### src/rtl/latency_credit_buffer.sv
// Credit-gated capture FIFO behind a fixed-latency, non-stalling delayer.
// Optional pop counter port out_count under `LATENCY_CREDIT_BUFFER_COUNT_EN.
module latency_credit_buffer #(
  parameter int WIDTH   = 32,
  parameter int LATENCY = 4,
  parameter int DEPTH   = 8
) (
  input  logic             clock,
  input  logic             reset,
  input  logic             in_valid,
  output logic             in_ready,
  input  logic [WIDTH-1:0] pipe_data,
  output logic             out_valid,
  input  logic             out_ready,
  output logic [WIDTH-1:0] out_data
`ifdef LATENCY_CREDIT_BUFFER_COUNT_EN
  ,
  output logic [31:0]      out_count
`endif
);
  localparam int AW = $clog2(DEPTH);

  logic [LATENCY-1:0] vsr;
  logic [AW:0]        credits;
  logic [AW:0]        count;
  logic [AW-1:0]      rd_ptr;
  logic [AW-1:0]      wr_ptr;
  logic [WIDTH-1:0]   mem [DEPTH];
  logic               issue, push, pop;

  assign in_ready  = (credits != '0);
  assign out_valid = (count != '0);
  assign out_data  = out_valid ? mem[rd_ptr] : '0;
  assign issue     = in_valid & in_ready;
  assign pop       = out_valid & out_ready;
  assign push      = vsr[LATENCY-1];

  // vsr mirrors the delayer's internal valid pipeline so push lines up with its data
  always_ff @(posedge clock) begin
    if (reset) begin
      vsr     <= '0;
      credits <= (AW+1)'(DEPTH);
      count   <= '0;
      rd_ptr  <= '0;
      wr_ptr  <= '0;
    end else begin
      vsr <= {vsr[LATENCY-2:0], issue};
      case ({issue, pop})
        2'b10:   credits <= credits - 1'b1;
        2'b01:   credits <= credits + 1'b1;
        default: credits <= credits;
      endcase
      case ({push, pop})
        2'b10:   count <= count + 1'b1;
        2'b01:   count <= count - 1'b1;
        default: count <= count;
      endcase
      if (push) wr_ptr <= wr_ptr + 1'b1;
      if (pop)  rd_ptr <= rd_ptr + 1'b1;
    end
  end

  // Storage needs no reset; count gates visibility
  always_ff @(posedge clock) begin
    if (push && !reset) mem[wr_ptr] <= pipe_data;
  end

`ifdef LATENCY_CREDIT_BUFFER_COUNT_EN
  logic [31:0] pop_cnt;
  always_ff @(posedge clock) begin
    if (reset)    pop_cnt <= '0;
    else if (pop) pop_cnt <= pop_cnt + 32'd1;
  end
  assign out_count = pop_cnt;
`endif

endmodule

### config.mk
export PLATFORM = sky130hd
export DESIGN_NAME = latency_credit_buffer
export DESIGN_NICKNAME = d
export VERILOG_FILES = /design/src/rtl/latency_credit_buffer.sv
export SDC_FILE = /design/constraint.sdc
export NUM_CORES = 1
export LEC_CHECK = 0
export ABC_CLOCK_PERIOD_IN_PS = 15300
export CAP_MARGIN = 10
export CELL_PAD_IN_SITES_DETAIL_PLACEMENT = 1
export CELL_PAD_IN_SITES_GLOBAL_PLACEMENT = 1
export CORE_MARGIN = 2
export CORE_UTILIZATION = 55
export CTS_BUF_LIST = sky130_fd_sc_hd__clkbuf_16
export CTS_CLUSTER_SIZE = 25
export DETAILED_ROUTE_END_ITERATION = 6
export PLACE_DENSITY = 0.93
export SETUP_SLACK_MARGIN = 0.1
export SLEW_MARGIN = 25
export SYNTH_ARGS = -nofsm -noshare
export SYNTH_HDL_FRONTEND = slang
export SYNTH_SLANG_ARGS = --single-unit
### constraint.sdc
create_clock -name clock -period 15.3 [get_ports clock]
set_clock_uncertainty 0.1 [all_clocks]
set_input_delay 3.06 -clock clock [delete_from_list [all_inputs] [get_ports clock]]
set_output_delay 3.06 -clock clock [all_outputs]
set_load 0.05 [all_outputs]
==> load_flow_metrics.sql, run 1 <==
INSERT INTO impl_metrics (metric_group, metric, value, unit) VALUES
('status', 'status', 'finished clean', ''),
('route', 'drt_pre_antenna_iters', '5', ''),
('route', 'drt-wirelength-per-cell', '26.87', 'µm'),
('setup_path', 'setup.worst_path.end_class', 'primary output', ''),
('flow_run', 'maxCapViolations', '0', ''),
('synthesis', 'synth.cell_area', '10760', 'µm²'),
('route', 'initialDrtViolationCount', '429', ''),
('synthesis', 'synth-edff-count', '256', ''),
('global_route', 'first_global_vias', '5876', ''),
('route', 'top_layer', 'met4', ''),
('floorplan', 'start_util', '55.63', '%'),
('timing', 'final_hold_viols', '0', ''),
('global_route', 'gr-usage-all-layers', '24.31', '%'),
('power', 'power_switching', '372.3', 'µW'),
('setup_path', 'cp.arrival', '3340', 'ps'),
('route', 'met1_length', '8964', 'µm'),
('placed_design', 'placed_cells', '839', ''),
('floorplan', 'die_area', '20690', 'µm²'),
('power', 'power.ir.vdd_worst', '0.1073', 'mV'),
('placed_design', 'port_buffers', '69', ''),
('clock_tree', 'clk_pin_slew', '60', 'ps'),
('power', 'power.share.clock', '39.8', '%'),
('floorplan', 'core_area', '19330', 'µm²'),
('clock_tree', 'post_cts_resized', '0', ''),
('route', 'dr_wl_met3', '1784', 'µm'),
('finish', 'diodes', '0', ''),
('global_route', 'number_of_antenna_violations_at_the_first_check_in_global_routing', '0', ''),
('finish', 'num-nets-final', '649', ''),
('power', 'power.total', '1661', 'µW'),
('synthesis', 'ys_async_sr_fraction', '0', '%'),
('synthesis', 'synth.largest_area_cell', 'sky130_fd_sc_hd__edfxtp_1', ''),
('floorplan', 'die-width', '143.8', 'µm'),
('synthesis', 'synth_area_per_cell', '20.85', 'µm²'),
('synthesis', 'synth_fp_nets', '561', ''),
('placed_design', 'dp.final_hpwl', '13120', 'µm'),
('route', 'finalWirelength', '23860', 'µm'),
('clock_tree', 'clk_latency', '530', 'ps'),
('clock_tree', 'cts.hold.buffers_added', '0', ''),
('floorplan', 'top_level_ports', '70', ''),
('timing', 'rsz0062_at_grt', 'no', ''),
('placed_design', 'gp_routability_congestion', '0.6815', ''),
('global_route', 'globalRoute.totalOverflow', '0', ''),
('route', 'route.vias.total', '5246', ''),
('timing', 'final-setup-viol-count', '0', ''),
('finish', 'final_layout_size_suffix_gt1_share', '21.35', '%'),
('hold_path', 'hold_path.class', 'reg2reg', ''),
('synthesis', 'syn-instance-count', '516', ''),
('setup_path', 'required', '12140', 'ps'),
('route', 'avg_vias_per_cell', '5.908', ''),
('power', 'combPwrFrac', '9.5', '%'),
('route', 'wl_met2', '12580', 'µm'),
('synthesis', 'netlist_top_cells_count', 'sky130_fd_sc_hd__edfxtp_1, sky130_fd_sc_hd__mux4_2, sky130_fd_sc_hd__nor2_1, sky130_fd_sc_hd__mux2i_1, sky130_fd_sc_hd__dfxtp_1', ''),
('floorplan', 'floorplan.die.height', '143.8', 'µm'),
('synthesis', 'synth_top_area_share', '71.47', '%'),
('timing', 'timing.fmax', '0.1539', 'GHz'),
('synthesis', 'cell_types_with_the_largest_area_share_after_synthesis', 'sky130_fd_sc_hd__edfxtp_1, sky130_fd_sc_hd__mux4_2, sky130_fd_sc_hd__dfxtp_1', ''),
('power', 'power.share.switching', '22.41', '%'),
('clock_tree', 'cts_buffers', '28', ''),
('global_route', 'grt_start_max_net_pins', '65', ''),
('timing', 'finalCritPeriodShare', '42.48', '%'),
('synthesis', 'synthMostInstantiatedCell', 'sky130_fd_sc_hd__edfxtp_1', ''),
('global_route', 'grt_first_pass_wirelength', '36180', 'µm'),
('clock_tree', 'cts_tree', 'done', ''),
('power', 'power.static_leakage', '0.003939', 'µW'),
('timing', 'tightest_slew_margin_relative_to_the_limit', '35.23', '%'),
('clock_tree', 'post-cts-setup-buffers', '0', ''),
('synthesis', 'synth_sequential_area_ratio', '75.38', '%'),
('setup_path', 'worstPathMaxFanout', '52', ''),
('setup_path', 'timing_worst_setup_path_type', 'reg2out', ''),
('synthesis', 'post_synth_num_cell_types', '35', ''),
('clock_tree', 'cts-root-buf', 'sky130_fd_sc_hd__clkbuf_16', '');
-- kinds of logic (layout without fill, tap and decap cells) --
family,after synthesis,after routing,share of synthesized area (%)
mux,102,102,16.95
simple gates,80,80,3.455
flops,277,277,75.38
fa+ha+maj,9,9,1.117
compound gates,11,11,0.5932
buf+inv,29,136,1.791
xor+xnor,8,8,0.7212
-- per-layer routing --
layer / vias up / GRT usage [%]
met5: - / 0
met2: 218 / 41.75
met4: 0 / 9.133
li1: 2249 / -
met3: 44 / 4.932
met1: 2735 / 30.88
-- metrics by stage --
step,hold slack [ps],utilization (%),worst slack (ps),area [µm²]
2_1_floorplan,313.8,-,8150,10760
3_3_place_gp,321.4,60.86,9067,11770
3_5_place_dp,337.5,60.91,9022,11780
4_1_cts,348.9,65.51,8470,12670
5_1_grt,360.0,65.53,8580,12670
6_report,339.7,65.53,8801,12670
-- cell usage in the layout, fill, tap and decap left out, drive strengths merged, types with 8 or more instances in the layout --
| cell | n |
|---|---|
| edfxtp | 256 |
| clkdlybuf4s50 | 69 |
| mux4 | 64 |
| nor2 | 55 |
| mux2i | 37 |
| clkbuf | 29 |
| dfxtp | 21 |
| buf | 15 |
| clkinv | 12 |
| ha | 8 |
| inv | 8 |
-- power groups by stage --
| stage | Clock (µW) | Combinational [µW] | Sequential, µW |
|---|---|---|---|
| after floorplan | 0 | 109 | 855 |
| after global placement | 0 | 147 | 857 |
| after detailed placement | 0 | 158 | 858 |
| after CTS | 670 | 161 | 842 |
| after global routing | 697 | 170 | 843 |
| final | 661 | 158 | 842 |
-- final cells by class --
class,count,area (µm²)
Clock inverter,20,162.7
Timing Repair Buffer,84,810.8
Sequential cell,277,8114
Clock buffer,29,725.7
Multi-Input combinational cell,210,2514
Fill cell,1577,6665
Tap cell,265,331.6
Inverter,3,11.26
-- sequential cells by signal (all words and copies together) (netlist names), named ones only --
name,cells
credits,4
mem,256
rd_ptr,3
wr_ptr,3
count,4
vsr,4
-- worst max-delay path, cell delays in order, from the launching register on --
cell                              delay, ps
sky130_fd_sc_hd__dfxtp_4                510
sky130_fd_sc_hd__buf_6                  610
sky130_fd_sc_hd__mux4_2                 590
sky130_fd_sc_hd__mux2i_1                200
sky130_fd_sc_hd__nor2_1                  80
sky130_fd_sc_hd__clkdlybuf4s50_1        740
-- worst paths after layout --
check,end,slack (ps),cells past startpoint,start
max reg2reg,credits[3],12510,10,count[0]
max,out_data[2],8800,5,flop
min,vsr[1],340,1,vsr[0]
min reg2reg,vsr[1],340,1,vsr[0]
Note: power is estimated with default switching activity, not from simulation.
==> run 2, diff against run 1 <==
Settings changed: ABC_CLOCK_PERIOD_IN_PS 15300 to 6100, CORE_UTILIZATION 55 to 51, PLACE_DENSITY 0.93 to 0.87.
Clock period 15.3 ns to 6.1 ns, I/O delays scaled along.
==> run 2 against run 1 <==
Utilization decreased by 4.4 points. Cell area increased by 0.86%. Combinational power increased by 140%. Total power increased by 150%. First-iteration DRC count decreased by 28%. Via count decreased by 1.7%. Final cell count increased by 1.5%. Sequential power increased to 2.5 times the previous value. Sequential cell count unchanged. Register-to-register slack got worse by 9400 ps. Clock power increased by 150%. Non-clock buffer count unchanged. Largest power group unchanged.
==> load_flow_metrics.sql, run 2 (same netlist as run 1, synthesis figures left out) <==
INSERT INTO impl_metrics (metric_group, metric, value, unit) VALUES
('floorplan', 'placement_rows', '53', ''),
('setup_path', 'timing_worst_setup_path_type', 'reg2out', ''),
('finish', 'instances_no_fill', '901', ''),
('setup_path', 'r2r-start', 'count[0]', ''),
('timing', 'layout_min_cycle_time', '4735', 'ps'),
('timing', 'final_hold_viols', '0', ''),
('finish', 'most_flop_heavy_register', 'mem', ''),
('power', 'power.static_leakage', '0.003953', 'µW'),
('route', 'met1_length', '9114', 'µm'),
('setup_path', 'ff2ff_setup_slack', '3150', 'ps'),
('global_route', 'number_of_antenna_violations_at_the_first_check_in_global_routing', '0', ''),
('flow_run', 'maxCapViolations', '0', ''),
('setup_path', 'r2r_cells', '11', ''),
('floorplan', 'floorplan.die.height', '149.2', 'µm'),
('route', 'initialDrtViolationCount', '307', ''),
('timing', 'final-max-slew-violation-count', '0', ''),
('floorplan', 'top_level_ports', '70', ''),
('floorplan', 'start_util', '51.49', '%'),
('clock_tree', 'cts_buffers', '29', ''),
('timing', 'rsz0062_at_grt', 'no', ''),
('power', 'power_switching', '955.6', 'µW'),
('setup_path', 'required', '4780', 'ps'),
('hold_path', 'hold_path.class', 'reg2reg', ''),
('setup_path', 'cp.arrival', '3410', 'ps'),
('timing', 'finalCritPeriodShare', '77.62', '%'),
('power', 'p_seq_share', '51.1', '%'),
('finish', 'fillers', '1775', ''),
('power', 'power.ir.vdd_worst', '0.1767', 'mV'),
('placed_design', 'port_buffers', '69', ''),
('route', 'avg_vias_per_cell', '5.721', ''),
('clock_tree', 'post-cts-setup-buffers', '0', ''),
('floorplan', 'die-width', '149.2', 'µm'),
('route', 'top_layer', 'met4', ''),
('clock_tree', 'cts_tree', 'done', ''),
('status', 'status', 'finished clean', ''),
('clock_tree', 'clk_buf_depth', '3', ''),
('route', 'drt_pre_antenna_iters', '5', ''),
('timing', 'timing.setup.tns', '0', 'ps'),
('clock_tree', 'cts_htree_levels', '1', ''),
('timing', 'max_slew.worst_pin.slew', '1009', 'ps'),
('power', 'power.internal', '3195', 'µW'),
('global_route', 'first_global_vias', '6039', ''),
('timing', 'timing.fmax', '0.2112', 'GHz'),
('power', 'power.share.switching', '23.02', '%'),
('hold_path', 'min-delay-start', 'vsr[0]', ''),
('route', 'dr_wl_met3', '1663', 'µm'),
('route', 'drt-wirelength-per-cell', '25.33', 'µm'),
('finish', 'syn2layout_area_growth', '18.80', '%'),
('finish', 'most-common-layout-cells', 'sky130_fd_sc_hd__edfxtp_1, sky130_fd_sc_hd__clkdlybuf4s50_1, sky130_fd_sc_hd__mux4_2, sky130_fd_sc_hd__nor2_1, sky130_fd_sc_hd__mux2i_1', ''),
('clock_tree', 'clk_pin_slew', '60', 'ps'),
('finish', 'num-nets-final', '650', ''),
('finish', 'diodes', '0', ''),
('placed_design', 'preCtsSetupSlack', '1843', 'ps'),
('power', 'combPwrFrac', '9.2', '%'),
('global_route', 'grt_first_pass_wirelength', '35430', 'µm'),
('clock_tree', 'clk_latency', '540', 'ps'),
('setup_path', 'crit_path_max_incr_delay', '840', 'ps'),
('finish', 'largest_register_ff_count', '256', ''),
('floorplan', 'core_area', '20890', 'µm²'),
('route', 'finalWirelength', '22820', 'µm'),
('placed_design', 'gp_routability_congestion', '0.7370', ''),
('setup_path', 'cp_slowest_cell', 'sky130_fd_sc_hd__dfxtp_4', ''),
('placed_design', 'dp.final_hpwl', '13250', 'µm'),
('timing', 'worst_slack', '1365', 'ps'),
('clock_tree', 'cts.sinks', '277', ''),
('finish', 'most_common_cell_after_layout_fill_and_taps_aside', 'sky130_fd_sc_hd__edfxtp_1', ''),
('setup_path', 'sequence_of_cells_on_the_critical_path', 'buf_4 > mux4_2 > mux2i_1 > nor2_1 > clkdlybuf4s50_1', ''),
('hold_path', 'timing.hold.worst_path_depth', '1', ''),
('setup_path', 'worst_r2r_endpoint', 'credits[3]', ''),
('floorplan', 'die_area', '22270', 'µm²'),
('timing', 'final-setup-viol-count', '0', ''),
('route', 'wl_met2', '11540', 'µm'),
('global_route', 'globalRoute.totalOverflow', '0', ''),
('finish', 'final_layout_size_suffix_gt1_share', '21.41', '%'),
('finish', 'layout.core_utilization', '61.17', '%'),
('power', 'power.share.clock', '39.7', '%'),
('hold_path', 'hold_path_end', 'vsr[1]', ''),
('timing', 'tightest_slew_margin_relative_to_the_limit', '32.51', '%'),
('power', 'power.total', '4151', 'µW'),
('setup_path', 'worstPathMaxFanout', '38', ''),
('route', 'route.vias.total', '5155', ''),
('clock_tree', 'cts-root-buf', 'sky130_fd_sc_hd__clkbuf_16', ''),
('power', 'p_per_area', '324.8', 'nW/µm²'),
('global_route', 'gr-usage-all-layers', '21.49', '%'),
('clock_tree', 'cts.hold.buffers_added', '0', ''),
('setup_path', 'critPathLaunchType', 'flop', ''),
('global_route', 'grt_start_max_net_pins', '39', ''),
('setup_path', 'setup.worst_path.end_class', 'primary output', ''),
('placed_design', 'placed_cells', '849', ''),
('route', 'detail-route-antenna-nets', '0', ''),
('route', 'remaining_drcs', '0', ''),
('clock_tree', 'post_cts_resized', '0', '');
[run 2: power groups by stage]
stage / clock network, µW / logic (µW) / registers [µW]
floorplan: 0 / 273 / 2140
global placement: 0 / 363 / 2160
detailed placement: 0 / 383 / 2160
CTS: 1680 / 385 / 2120
global route: 1740 / 411 / 2130
finish: 1650 / 382 / 2120
[run 2: final cells by class]
type	count	area, µm²	share of cell area, %
Tap cell	275	344.1	2.693
Sequential cell	277	8114	63.50
Clock inverter	23	156.4	1.224
Clock buffer	29	725.7	5.679
Inverter	3	11.26	0.08812
Timing Repair Buffer	84	913.4	7.148
Multi-Input combinational cell	210	2514	19.67
[run 2: layer usage]
metal  global-route usage (%)  up-vias
met5                        0        -
li1                         -     2264
met2                    35.81      178
met1                    28.28     2670
met3                    4.709       43
met4                    7.524        0
[run 2: critical path, delay by kind of cell (launching register included)]
kind | cells | cell delay (ps)
buf+inv | 2 | 1150
flops | 1 | 840
mux | 2 | 760
simple gates | 1 | 80
[run 2: stage by stage]
step           hold WS (ps)  instance area, µm²
2_1_floorplan         313.8               10760
3_3_place_gp          316.2               11730
3_5_place_dp          335.3               11900
4_1_cts               349.0               12780
5_1_grt               362.6               12780
6_report              342.6               12780
[run 2: worst max-delay path by stage]
stage / startpoint / to / slack (ps)
detailed placement: flop / out_data[23] / 1840
global route: flop / out_data[23] / 1070
finish: flop / out_data[23] / 1370
floorplan: reset / mem[0][0] / 790
global placement: flop / out_data[23] / 1870
CTS: flop / out_data[23] / 1250
